--- src/rtl/w_stim_gen_if.sv ---
// Control and observation bundle for the w_stim_gen serial stimulus transmitter.
// The controller (harness or bench) uses the master view, the generator the slave view.
interface w_stim_gen_if #(
  parameter int unsigned MAX_LEN = 32,
  parameter int unsigned CNT_W   = 6
);
  logic               load;
  logic [MAX_LEN-1:0] pattern;
  logic [CNT_W-1:0]   len;
  logic               start;
  logic               repeat_en;
  logic               abort;
  logic               w;
  logic               busy;
  logic               done;
  logic [CNT_W-1:0]   bit_idx;
  logic               expect_z;

  modport master (
    output load, pattern, len, start, repeat_en, abort,
    input  w, busy, done, bit_idx, expect_z
  );

  modport slave (
    input  load, pattern, len, start, repeat_en, abort,
    output w, busy, done, bit_idx, expect_z
  );
endinterface

--- src/rtl/w_stim_gen.sv ---
// Serial stimulus source for the run-of-four sequence detector: shifts a loaded
// pattern out LSB-first on w and produces the detector's expected z alongside it.
module w_stim_gen #(
  parameter int unsigned MAX_LEN = 32,
  parameter int unsigned CNT_W   = 6
) (
  input  logic        clk,
  input  logic        rst,
  w_stim_gen_if.slave bus
);
  typedef enum logic [1:0] {
    IDLE,
    SEND,
    DONE
  } state_t;

  localparam logic [CNT_W-1:0] LEN_MAX = CNT_W'(MAX_LEN);
  localparam logic [CNT_W-1:0] ONE     = CNT_W'(1);
  localparam logic [2:0]       RUN_SAT = 3'd4;

  state_t             state;
  logic [MAX_LEN-1:0] pat_reg;
  logic [MAX_LEN-1:0] sh_reg;
  logic [CNT_W-1:0]   len_reg;
  logic               prev_w;
  logic [2:0]         run_cnt;

  logic [MAX_LEN-1:0] src_pat;
  logic [CNT_W-1:0]   len_clamped;
  logic [CNT_W-1:0]   src_len;
  logic               last_bit;
  logic [2:0]         run_next;

  // A start in the same cycle as load must see the incoming pattern/length.
  always_comb begin
    len_clamped = (bus.len > LEN_MAX) ? LEN_MAX : bus.len;
    src_pat     = bus.load ? bus.pattern : pat_reg;
    src_len     = bus.load ? len_clamped : len_reg;
    last_bit    = (bus.bit_idx == (len_reg - ONE));
    if (bus.w != prev_w) begin
      run_next = 3'd1;
    end else if (run_cnt >= RUN_SAT) begin
      run_next = RUN_SAT;
    end else begin
      run_next = run_cnt + 3'd1;
    end
  end

  // sh_reg holds the bits still to be sent, so w is always fed from bit 0.
  always_ff @(posedge clk or negedge rst) begin
    if (!rst) begin
      state        <= IDLE;
      pat_reg      <= '0;
      sh_reg       <= '0;
      len_reg      <= '0;
      prev_w       <= 1'b0;
      run_cnt      <= '0;
      bus.w        <= 1'b0;
      bus.busy     <= 1'b0;
      bus.done     <= 1'b0;
      bus.bit_idx  <= '0;
      bus.expect_z <= 1'b0;
    end else begin
      prev_w       <= bus.w;
      run_cnt      <= run_next;
      bus.expect_z <= (run_next >= RUN_SAT);

      if (bus.abort) begin
        state       <= IDLE;
        bus.w       <= 1'b0;
        bus.busy    <= 1'b0;
        bus.done    <= 1'b0;
        bus.bit_idx <= '0;
      end else begin
        case (state)
          IDLE: begin
            bus.w       <= 1'b0;
            bus.busy    <= 1'b0;
            bus.done    <= 1'b0;
            bus.bit_idx <= '0;
            if (bus.load) begin
              pat_reg <= bus.pattern;
              len_reg <= len_clamped;
            end
            if (bus.start) begin
              if (src_len != '0) begin
                state    <= SEND;
                bus.busy <= 1'b1;
                bus.w    <= src_pat[0];
                sh_reg   <= src_pat >> 1;
              end else begin
                state    <= DONE;
                bus.done <= 1'b1;
              end
            end
          end

          SEND: begin
            if (!last_bit) begin
              bus.bit_idx <= bus.bit_idx + ONE;
              bus.w       <= sh_reg[0];
              sh_reg      <= sh_reg >> 1;
            end else if (bus.repeat_en) begin
              bus.bit_idx <= '0;
              bus.w       <= pat_reg[0];
              sh_reg      <= pat_reg >> 1;
            end else begin
              state       <= DONE;
              bus.busy    <= 1'b0;
              bus.done    <= 1'b1;
              bus.w       <= 1'b0;
              bus.bit_idx <= '0;
            end
          end

          DONE: begin
            state       <= IDLE;
            bus.done    <= 1'b0;
            bus.busy    <= 1'b0;
            bus.w       <= 1'b0;
            bus.bit_idx <= '0;
          end

          default: begin
            state       <= IDLE;
            bus.w       <= 1'b0;
            bus.busy    <= 1'b0;
            bus.done    <= 1'b0;
            bus.bit_idx <= '0;
          end
        endcase
      end
    end
  end
endmodule

--- src/flat_wrapper.sv ---
// flat-port wrapper written by rule: the top's interface ports become plain ports
module w_stim_gen_flat 
#(
  parameter int unsigned MAX_LEN = 32,
  parameter int unsigned CNT_W   = 6
)
  (clk, rst, bus_load, bus_pattern, bus_len, bus_start, bus_repeat_en, bus_abort, bus_w, bus_busy, bus_done, bus_bit_idx, bus_expect_z);
  w_stim_gen_if #(.MAX_LEN(MAX_LEN), .CNT_W(CNT_W)) bus_i ();
  input  logic clk;
  input  logic rst;
  input wire logic [$bits(bus_i.load)-1:0] bus_load;
  input wire logic [$bits(bus_i.pattern)-1:0] bus_pattern;
  input wire logic [$bits(bus_i.len)-1:0] bus_len;
  input wire logic [$bits(bus_i.start)-1:0] bus_start;
  input wire logic [$bits(bus_i.repeat_en)-1:0] bus_repeat_en;
  input wire logic [$bits(bus_i.abort)-1:0] bus_abort;
  output wire logic [$bits(bus_i.w)-1:0] bus_w;
  output wire logic [$bits(bus_i.busy)-1:0] bus_busy;
  output wire logic [$bits(bus_i.done)-1:0] bus_done;
  output wire logic [$bits(bus_i.bit_idx)-1:0] bus_bit_idx;
  output wire logic [$bits(bus_i.expect_z)-1:0] bus_expect_z;
  assign bus_i.load = bus_load;
  assign bus_i.pattern = bus_pattern;
  assign bus_i.len = bus_len;
  assign bus_i.start = bus_start;
  assign bus_i.repeat_en = bus_repeat_en;
  assign bus_i.abort = bus_abort;
  assign bus_w = bus_i.w;
  assign bus_busy = bus_i.busy;
  assign bus_done = bus_i.done;
  assign bus_bit_idx = bus_i.bit_idx;
  assign bus_expect_z = bus_i.expect_z;
  w_stim_gen #(.MAX_LEN(MAX_LEN), .CNT_W(CNT_W)) u_core (.clk(clk), .rst(rst), .bus(bus_i));
endmodule
--- config.mk ---
export PLATFORM = sky130hd
export DESIGN_NAME = w_stim_gen_flat
export DESIGN_NICKNAME = d
export VERILOG_FILES = /design/src/rtl/w_stim_gen_if.sv /design/src/rtl/w_stim_gen.sv /design/src/flat_wrapper.sv
export SDC_FILE = /design/constraint.sdc
export NUM_CORES = 1
export LEC_CHECK = 0
export CORE_MARGIN = 4
export CORE_UTILIZATION = 60
export DETAILED_ROUTE_END_ITERATION = 7
export PLACE_DENSITY = 0.85
export SYNTH_ARGS = -nofsm -noshare
export SYNTH_HDL_FRONTEND = slang
export SYNTH_SLANG_ARGS = --single-unit
--- constraint.sdc ---
create_clock -name clk -period 3.5 [get_ports clk]
set_input_delay 0.7 -clock clk [delete_from_list [all_inputs] [get_ports clk]]
set_output_delay 0.7 -clock clk [all_outputs]
set_load 0.005 [all_outputs]
# Word-level counts from Yosys, hierarchy flattened
# Cells that the tools add are included.
word_totals:
  register_bits: 86
  in_bits: 44
classes:
  n_addsub: 3
  reduce_logical: 7
  mux: 37
  order_cmp: 3
  n_eq_ne: 9
  bitwise_logic: 1
op_table:
  columns: ["cell", "count"]
  rows:
  - ["two-way mux 32 bit", 5]
  - ["one-hot mux 32 bit (2 select lines)", 1]
  - ["two-way mux 6 bit", 5]
  - ["two-way mux 1 bit", 15]
  - ["two-way mux 2 bit", 5]
  - ["!= test 3 bit, second input constant", 3]
  - ["adder 6 x 1 -> 6 bit, second input constant", 1]
  - ["== test 6 bit", 1]
  - ["greater-or-equal comparator 3 bit, second input constant", 2]
  - ["greater-than comparator 6 bit, second input constant", 1]
  - ["two-way mux 3 bit", 2]
  - ["one-hot mux 1 bit (2 select lines)", 3]
  - ["nonzero test 6 bit", 1]
  - ["subtractor 6 x 1 -> 6 bit, second input constant", 1]
  - ["AND reduction 5 bit", 1]
  - ["one-hot mux 2 bit (2 select lines)", 1]
  - ["AND reduction 2 bit", 2]
  - ["adder 3 x 1 -> 3 bit, second input constant", 1]
  - ["!= test 3 x 2 -> 1 bit, second input constant", 1]
  - ["AND reduction 3 bit", 1]
  - ["== test 2 x 1 -> 1 bit, second input constant", 1]
  - ["zero test 2 bit", 1]
  - ["!= test 2 x 1 -> 1 bit, second input constant", 1]
  - ["!= test 2 bit, second input constant", 1]
  - ["3 further kinds", 3]

# Longest topological paths before layout
# Gate-level depths: netlist of the first run.
depth:
  depth_word: 8
  mapped_depth: 10
  mapped_depth_nobuf: 8

# Worst setup path before layout of the first run
# Ideal clock, no wire load.
synth_path:
  kind: "in2reg"
  from: "input bus_abort"
  to: "register u_core.pat_reg[10]"
  t_required_ps: 3375
  stages: 6
  n_path_buf: 3
  t_arrival_ps: 2236
  slack_ps: 1139
  cell_sequence: "clkbuf_1 or2_2 clkbuf_1 nor3b_2 buf_2 mux2_2"
synth_between:
  elab_chain_len: 2
synth_lines:
  columns: ["element", "line", "source"]
  rows:
  - ["start, declared", "flat_wrapper.sv:16", "input wire logic [$bits(bus_i.abort)-1:0] bus_abort;"]
  - ["NOT 1 bit (no line)", null, null]
  - ["AND reduction 2 bit (no line)", null, null]
  - ["end signal, assigned", "w_stim_gen.sv:82", "pat_reg <= bus.pattern;"]
  - ["end, declared", "w_stim_gen.sv:22", "logic [MAX_LEN-1:0] pat_reg;"]
# No other way between the ends.
# A chain may end at the register's enable or synchronous reset.

# Worst setup path after layout of the first run
layout_path:
  from: "register u_core.len_reg[0]"
  to: "register u_core.sh_reg[4]"
layout_between:
  elab_chain_len: 4
layout_lines:
  columns: ["element", "line", "source"]
  rows:
  - ["start, declared", "w_stim_gen.sv:24", "logic [CNT_W-1:0] len_reg;"]
  - ["start signal, assigned", "w_stim_gen.sv:83", "len_reg <= len_clamped;"]
  - ["subtractor 6 x 1 -> 6 bit or two-way mux 6 bit (tied branches)", "w_stim_gen.sv:39, w_stim_gen.sv:38", null]
  - ["== test 6 bit or nonzero test 6 bit (tied branches)", "w_stim_gen.sv:39, w_stim_gen.sv:86", null]
  - ["!= test 3 bit (no line), or another cell as far along", null, null]
  - ["AND reduction 5 bit (no line) or one-hot mux 32 bit (2 select lines) (tied branches)", null, null]
  - ["end signal, assigned", "w_stim_gen.sv:90", "sh_reg <= src_pat >> 1;"]
  - ["end signal, assigned", "w_stim_gen.sv:102", "sh_reg <= sh_reg >> 1;"]
  - ["end signal, assigned", "w_stim_gen.sv:106", "sh_reg <= pat_reg >> 1;"]
  - ["end, declared", "w_stim_gen.sv:23", "logic [MAX_LEN-1:0] sh_reg;"]
# Several ways; a longest one is shown, not always the timed one.

==> results of run 1 <==
## critical path, stage by stage (launching register included)
cell	delay (ns)
dfrtp_1	0.43
inv_1	0.09
ha_1	0.21
or3b_1	0.38
a211oi_2	0.30
o211a_1	0.24
nand3_1	0.31
buf_4	0.35
o221ai_1	0.23
mux2i_1	0.12
## logic make-up (layout without fill, tap and decap cells)
logic type / after synthesis / after routing
AOI/OAI and AO/OA: 54 / 54
DFF: 84 / 84
muxes: 94 / 94
buffers and inverters: 61 / 115
xor gates and xnor gates: 12 / 12
and+or+nand+nor: 74 / 74
adders and majority gates: 4 / 4
## path summary, 6_finish.rpt
check                                                endpoint  slack (ns)
max in group asynchronous       u_core.sh_reg[21]$_DFFE_PN0P_        2.33
worst max-delay path             u_core.sh_reg[4]$_DFFE_PN0P_        0.71
worst min register to register        u_core.prev_w$_DFF_PN0_        0.43
min in group asynchronous       u_core.len_reg[1]$_DFFE_PN0P_        0.52
worst min-delay path                  u_core.prev_w$_DFF_PN0_        0.43
worst max register to register   u_core.sh_reg[4]$_DFFE_PN0P_        0.71
## metal layers
| layer | up-vias | share of wire |
|---|---|---|
| li1 | 1465 | - |
| met3 | 20 | 0.038 |
| met2 | 72 | 0.49 |
| met1 | 1510 | 0.45 |
| met4 | 0 | 0.021 |
| met5 | - | 0 |
## per-stage QoR
stage                     hold WS [ns]  instances  utilization
after CTS                       0.4283        533       0.7476
after global routing            0.4583        533       0.7476
final                           0.4257        533       0.7476
after global placement          0.3971        517       0.7164
after detailed placement        0.4109        517       0.7164
after floorplan                 0.4044        383            -
## cells in the mapped netlist (6+ instances only)
cell	count	area [um^2]
dfrtp_1	84	2102
mux2i_1	59	590.6
inv_1	37	138.9
nand2_1	32	120.1
o221ai_1	29	254.0
mux2_2	28	315.3
clkbuf_1	11	41.29
nand3b_1	8	60.06
mux2_1	7	78.83
xor2_1	7	61.31
buf_2	6	30.03
nor2_1	6	22.52
nor3_1	6	30.03
o21ai_0	6	30.03
## where the power goes
| part | internal (uW) | total, uW | switching, uW |
|---|---|---|---|
| logic | 387 | 740 | 353 |
| registers | 1240 | 1430 | 186 |
| clock network | 402 | 751 | 349 |
## final cells by class
type / count / area, um^2 / share of cell area
clock buffers: 10 / 127.6 / 0.02458
repair buffers: 62 / 615.6 / 0.1186
clock inverters: 6 / 88.84 / 0.01711
flip-flops and latches: 84 / 2102 / 0.4049
well taps: 96 / 120.1 / 0.02314
inverters: 37 / 138.9 / 0.02675
multi-input cells: 238 / 1998 / 0.3849
==> out/metrics.csv, run 1 <==
stage;metric;value;unit
floorplanning;Site Rows;30;
routing;Starting DRT DRC Count;243;
layout;max reg flops;32;
global_routing;most used routing layer;met2;
hold_path;Worst Hold Class;flip-flop to flip-flop;
clocking;CTS Buf Count;9;
synth;fraction of registers with async set/reset;1.000;
pwr;pwr/cell area;561.9;nW/um^2
clocking;Gates resized, CTS repair;0;
critical_path;crit path launch;u_core.len_reg[0]$_DFFE_PN0P_;
global_routing;met2 Use GR;0.3454;
synth;number of synthesized register bits;84;
clocking;CTS tree;yes;
clocking;clock tree buffer depth;2;
floorplanning;Die Y-Extent;93.29;um
timing;final setup vio count;0;
clocking;Skew-Pair Late Insertion Delay;0.36;ns
synth;post-synthesis adder-cell area fraction;0.01147;
routing;1st-pass router iterations;4;
global_routing;vias in the first global route;3143;
layout;most frequent cells in the layout;dfrtp_1 (84), mux2i_1 (59), clkdlybuf4s50_1 (51), inv_1 (37), nand2_1 (32);
layout;share of post-route cells with drive strength above 1;0.1442;
pwr;total power;2917;uW
synth;main combinational cell family by area after synthesis;multiplexers;
critical_path;r2r startpoint;u_core.len_reg[0]$_DFFE_PN0P_;
routing;Final ANT Viol Nets;0;
clocking;clock slew at reported path FFs;0.08;ns
timing;final hold violations;0;
critical_path;Crit path arrival time;3.02;ns
synth;Mapped Nets;431;
routing;Via Count;3067;
clocking;hold buffers post-CTS;0;
synth;post-synthesis mux area share;0.2256;
floorplanning;io pins;54;
hold_path;worst hold stages;0;
synth;Avg Inst Size Synth;11.39;um^2
critical_path;critical path type;flip-flop to flip-flop;
synth;post-synthesis instance total;383;
clocking;CTS sink count;84;
critical_path;critical path peak fanout;21;
pwr;LEAKAGE;0.002344;uW
clocking;CTS root buf;clkbuf_8;
synth;Synth Area in Compound Gates;0.1055;
timing;TNS Setup;0;ns
critical_path;worst r2r path cells;9;
hold_path;worst hold start;u_core.bus.w$_DFF_PN0_;
clocking;htree depth;3;
layout;Nets;480;
synth;post-synthesis simple-gate area fraction;0.08974;
critical_path;Worst Setup End Kind;flip-flop;
floorplanning;Die X-Extent;93.29;um
timing;worst slew pin tran;1.030;ns
flow_run;MaxCap Viol Count;0;
timing;RSZ-0062 raised after global routing;no;
global_routing;largest net degree at the start of global routing;85;
place;area post-placement;4975;um^2
place;Setup WS pre-CTS;0.6292;ns
floorplanning;die area;8702;um^2
timing;min Tclk post-route;2.794;ns
outcome;status;complete, no violations;
timing;post-route setup slack;0.7064;ns
floorplanning;Core Box Area;6944;um^2
critical_path;startpoint types;flip-flop;
timing;Tcrit/Tclk final;0.7982;
layout;post-route cell area;5191;um^2
synth;Distinct cells, synth;50;
global_routing;gr ovfl total;0;
global_routing;first-pass GRT wire length;15090;um
layout;n_diodes;0;
place;I/O Buffers;53;
timing;relative slew slack;0.3135;
synth;Post-synth EDFFs;0;
global_routing;GRT met3 Usage;0.03057;
routing;drt drc;0;
pwr;Max VDD drop;260.2;uV
routing;WL per Instance;16.31;um
clocking;Post-CTS Setup Inserts;0;
floorplanning;Starting Density;0.6285;
synth;top_reg_cell synth;dfrtp_1;
synth;Synth Warn #;0;
routing;vias per cell;5.754;
synth;XOR/XNOR Fraction of Synth Area;0.02408;
timing;Fin Clk Skew;0.009806;ns
synth;Seq/Total Area, Yosys;0.4817;
timing;Max Clk Rate;358.0;MHz
layout;Filler Cell Count;480;
synth;Mapped Area;4364;um^2
routing;total wire length;8692;um
critical_path;Data required, critical path;3.72;ns
layout;most common cell after layout, fill and taps aside;dfrtp_1;
layout;Layout area overhead;18.95;%
timing;final-report max-slew violation count;0;
global_routing;Total GRT Usage;0.2170;
global_routing;grt met1 use;0.2949;
global_routing;initial antenna violation count;0;
place;HPWL after DPL;5846;um
place;RD Place Congestion;0.8656;
Power figures use the tool's default switching activity.
==> run 2: changes to the inputs <==
Settings changed: CORE_UTILIZATION 60 to 50, PLACE_DENSITY 0.85 to 0.76.
Clock period 3.5 ns to 2.5 ns, I/O delays scaled along.
==> run 2 against run 1 <==
Effect of this change:
- via count increased by 2.5%
- power rose by 44%
- die area is 18% higher
- sequential cell count unchanged
- first-iteration DRC count is 43% lower
- sequential power increased by 40%
- global-route usage down 3.4 points
- highest routed layer unchanged
- wire length increased by 8.0%
- design area grew 5.1%
==> out/metrics.csv, run 2 (synthesis gave the netlist of run 1 again) <==
stage;metric;value;unit;change
routing;Starting DRT DRC Count;138;;-43%
routing;drt drc;0;;unchanged
global_routing;initial antenna violation count;0;;unchanged
critical_path;slowest stage delay, CP;0.41;ns;-0.02 ns
critical_path;critical path type;flip-flop to flip-flop;;
timing;worst slew pin tran;0.6143;ns;-0.4154 ns
place;RD Place Congestion;0.7580;;-12%
critical_path;Crit path top cell by count;buf_12;;
place;HPWL after DPL;6153;um;+5.2%
timing;RSZ-0062 raised after global routing;yes;;
timing;final setup vio count;0;;unchanged
pwr;Max VDD drop;390.4;uV;+50%
routing;Metal-1 WL;4489;um;+14%
clocking;clock slew at reported path FFs;0.09;ns;about the same
critical_path;startpoint types;flip-flop;;
layout;most frequent cells in the layout;dfrtp_1 (84), mux2i_1 (59), clkdlybuf4s50_1 (51), inv_1 (35), nand2_1 (32);;
critical_path;Worst Setup End Kind;flip-flop;;
layout;post-route cell area;5454;um^2;+5.1%
routing;Max Used Layer;met4;;
clocking;CTS tree;yes;;
flow_run;MaxCap Viol Count;0;;unchanged
place;I/O Buffers;53;;unchanged
routing;WL per Instance;16.89;um;+3.6%
clocking;CTS root buf;clkbuf_8;;
critical_path;critical path peak fanout;5;;-76%
routing;metal3 WL;452;um;+35%
floorplanning;die area;10290;um^2;+18%
layout;most common cell after layout, fill and taps aside;dfrtp_1;;
global_routing;largest net degree at the start of global routing;46;;-46%
clocking;CTS Buf Count;9;;unchanged
outcome;status;complete, no violations;;
routing;1st-pass router iterations;4;;unchanged
global_routing;first-pass GRT wire length;14930;um;-1.1%
layout;Nets;494;;+2.9%
critical_path;Crit path arrival time;2.71;ns;-0.31 ns
timing;relative slew slack;0.5905;;+0.2770
layout;fin cells;556;;+4.3%
global_routing;gr ovfl total;0;;unchanged
routing;Via Count;3145;;+2.5%
floorplanning;Site Rows;33;;+10%
critical_path;CP top delay family;compound AO/OA/AOI/OAI gates;;
routing;metal2 WL;4365;um;+3.0%
timing;Fin Clk Skew;0.01347;ns;+0.003666 ns
timing;Max Clk Rate;409.3;MHz;+14%
clocking;CTS sink count;84;;unchanged
layout;share of post-route cells with drive strength above 1;0.1840;;+0.03987
critical_path;worst path cell trace;inv_2 > ha_4 > or3b_4 > a211oi_4 > o211ai_2 > buf_6 > o21ai_4 > buf_12 > buf_12 > o221ai_1 > mux2i_1;;
layout;Layout area overhead;24.97;%;
pwr;LEAKAGE;0.002460;uW;+5.0%
global_routing;Total GRT Usage;0.1831;;-0.03385
floorplanning;Die Y-Extent;101.4;um;+8.7%
clocking;Skew-Pair Late Insertion Delay;0.35;ns;about the same
hold_path;Worst Hold Class;input port to async pin;;
routing;Final ANT Viol Nets;0;;unchanged
layout;Filler Cell Count;658;;+37%
floorplanning;Die X-Extent;101.4;um;+8.7%
floorplanning;Core Box Area;8341;um^2;+20%
layout;n_diodes;0;;unchanged
routing;total wire length;9389;um;+8.0%
critical_path;Worst Path Buf+Inv;4;;+2
layout;max reg flops;32;;unchanged
timing;min Tclk post-route;2.443;ns;-0.3503 ns
floorplanning;io pins;54;;unchanged
timing;final-report max-slew violation count;0;;unchanged
global_routing;vias in the first global route;3061;;-2.6%
timing;Tcrit/Tclk final;0.9773;;+0.1792
floorplanning;Starting Density;0.5233;;-0.1052
clocking;clock tree buffer depth;2;;unchanged
timing;WHS;0.1166;ns;-0.3091 ns
clocking;htree depth;3;;unchanged
clocking;hold buffers post-CTS;0;;unchanged
place;area post-placement;5091;um^2;+2.3%
routing;vias per cell;5.656;;-1.7%
critical_path;Data required, critical path;2.76;ns;-0.96 ns
place;# placed instances;535;;+3.5%
critical_path;Max stage delay cell, worst path;dfrtp_1;;
pwr;pwr/cell area;768.6;nW/um^2;+37%
timing;final hold violations;0;;unchanged
-- run 2: final cells by class --
type | instances | area (um^2) | share of cell area
Clock inverter | 4 | 73.82 | 0.01354
Clock buffer | 12 | 135.1 | 0.02478
Tap cell | 105 | 131.4 | 0.02409
Timing Repair Buffer | 76 | 827.0 | 0.1516
Sequential cell | 84 | 2102 | 0.3854
Multi-Input combinational cell | 238 | 2046 | 0.3751
Inverter | 37 | 138.9 | 0.02546
-- run 2: final timing paths --
path / slack [ns] / cells past startpoint / endpoint / start
max in group asynchronous: 1.77 / 2 / u_core.state[1]$_DFFE_PN0P_ / rst
hold / removal: 0.12 / 1 / u_core.pat_reg[16]$_DFFE_PN0P_ / rst
setup reg to reg: 0.06 / 11 / u_core.sh_reg[1]$_DFFE_PN0P_ / u_core.len_reg[0]$_DFFE_PN0P_
setup / recovery: 0.06 / 11 / u_core.sh_reg[1]$_DFFE_PN0P_ / u_core.len_reg[0]$_DFFE_PN0P_
min in group clk: 0.43 / 0 / u_core.prev_w$_DFF_PN0_ / u_core.bus.w$_DFF_PN0_
hold reg to reg: 0.43 / 0 / u_core.prev_w$_DFF_PN0_ / u_core.bus.w$_DFF_PN0_
-- run 2: through the flow --
step | TNS [ns] | setup slack, ns | total power [uW] | util
2_1_floorplan | 0 | 0.2433 | 2704 | -
3_3_place_gp | 0 | 0.08884 | 3016 | 0.6104
3_5_place_dp | 0 | 0.01932 | 3077 | 0.6104
4_1_cts | 0 | 0.0008040 | 4124 | 0.6355
5_1_grt | -0.2052 | -0.02115 | 4452 | 0.6539
6_report | 0 | 0.05663 | 4192 | 0.6539
-- run 2: layer usage --
metal	track usage	up-vias
met4	0.04601	0
met3	0.04063	9
met5	0	-
met2	0.2837	71
li1	-	1495
met1	0.2630	1570
-- run 2: where the power goes --
| part | switching (uW) | internal, uW | total, uW | leakage (uW) |
|---|---|---|---|---|
| sequential | 263 | 1740 | 2000 | 0.00101 |
| clock | 484 | 565 | 1050 | 0.000105 |
| combinational | 522 | 620 | 1140 | 0.00135 |
-- run 2: worst register-to-register path, cell delays in order, from the launching register on --
cell and delay, ns:
dfrtp_1 0.41, inv_2 0.09, ha_4 0.15, or3b_4 0.39, a211oi_4 0.28, o211ai_2 0.17, buf_6 0.16, o21ai_4 0.13
buf_12 0.15, buf_12 0.12, o221ai_1 0.13, mux2i_1 0.18
-- run 2: what timing repair did --
item | in CTS | in global routing
setup buffers | 0 | 2
setup endpoints to repair | 3 | 32
resized for setup | 0 | 11
hold endpoints to repair | 0 | 0
cloned | 0 | 3
pin swaps | 1 | 4
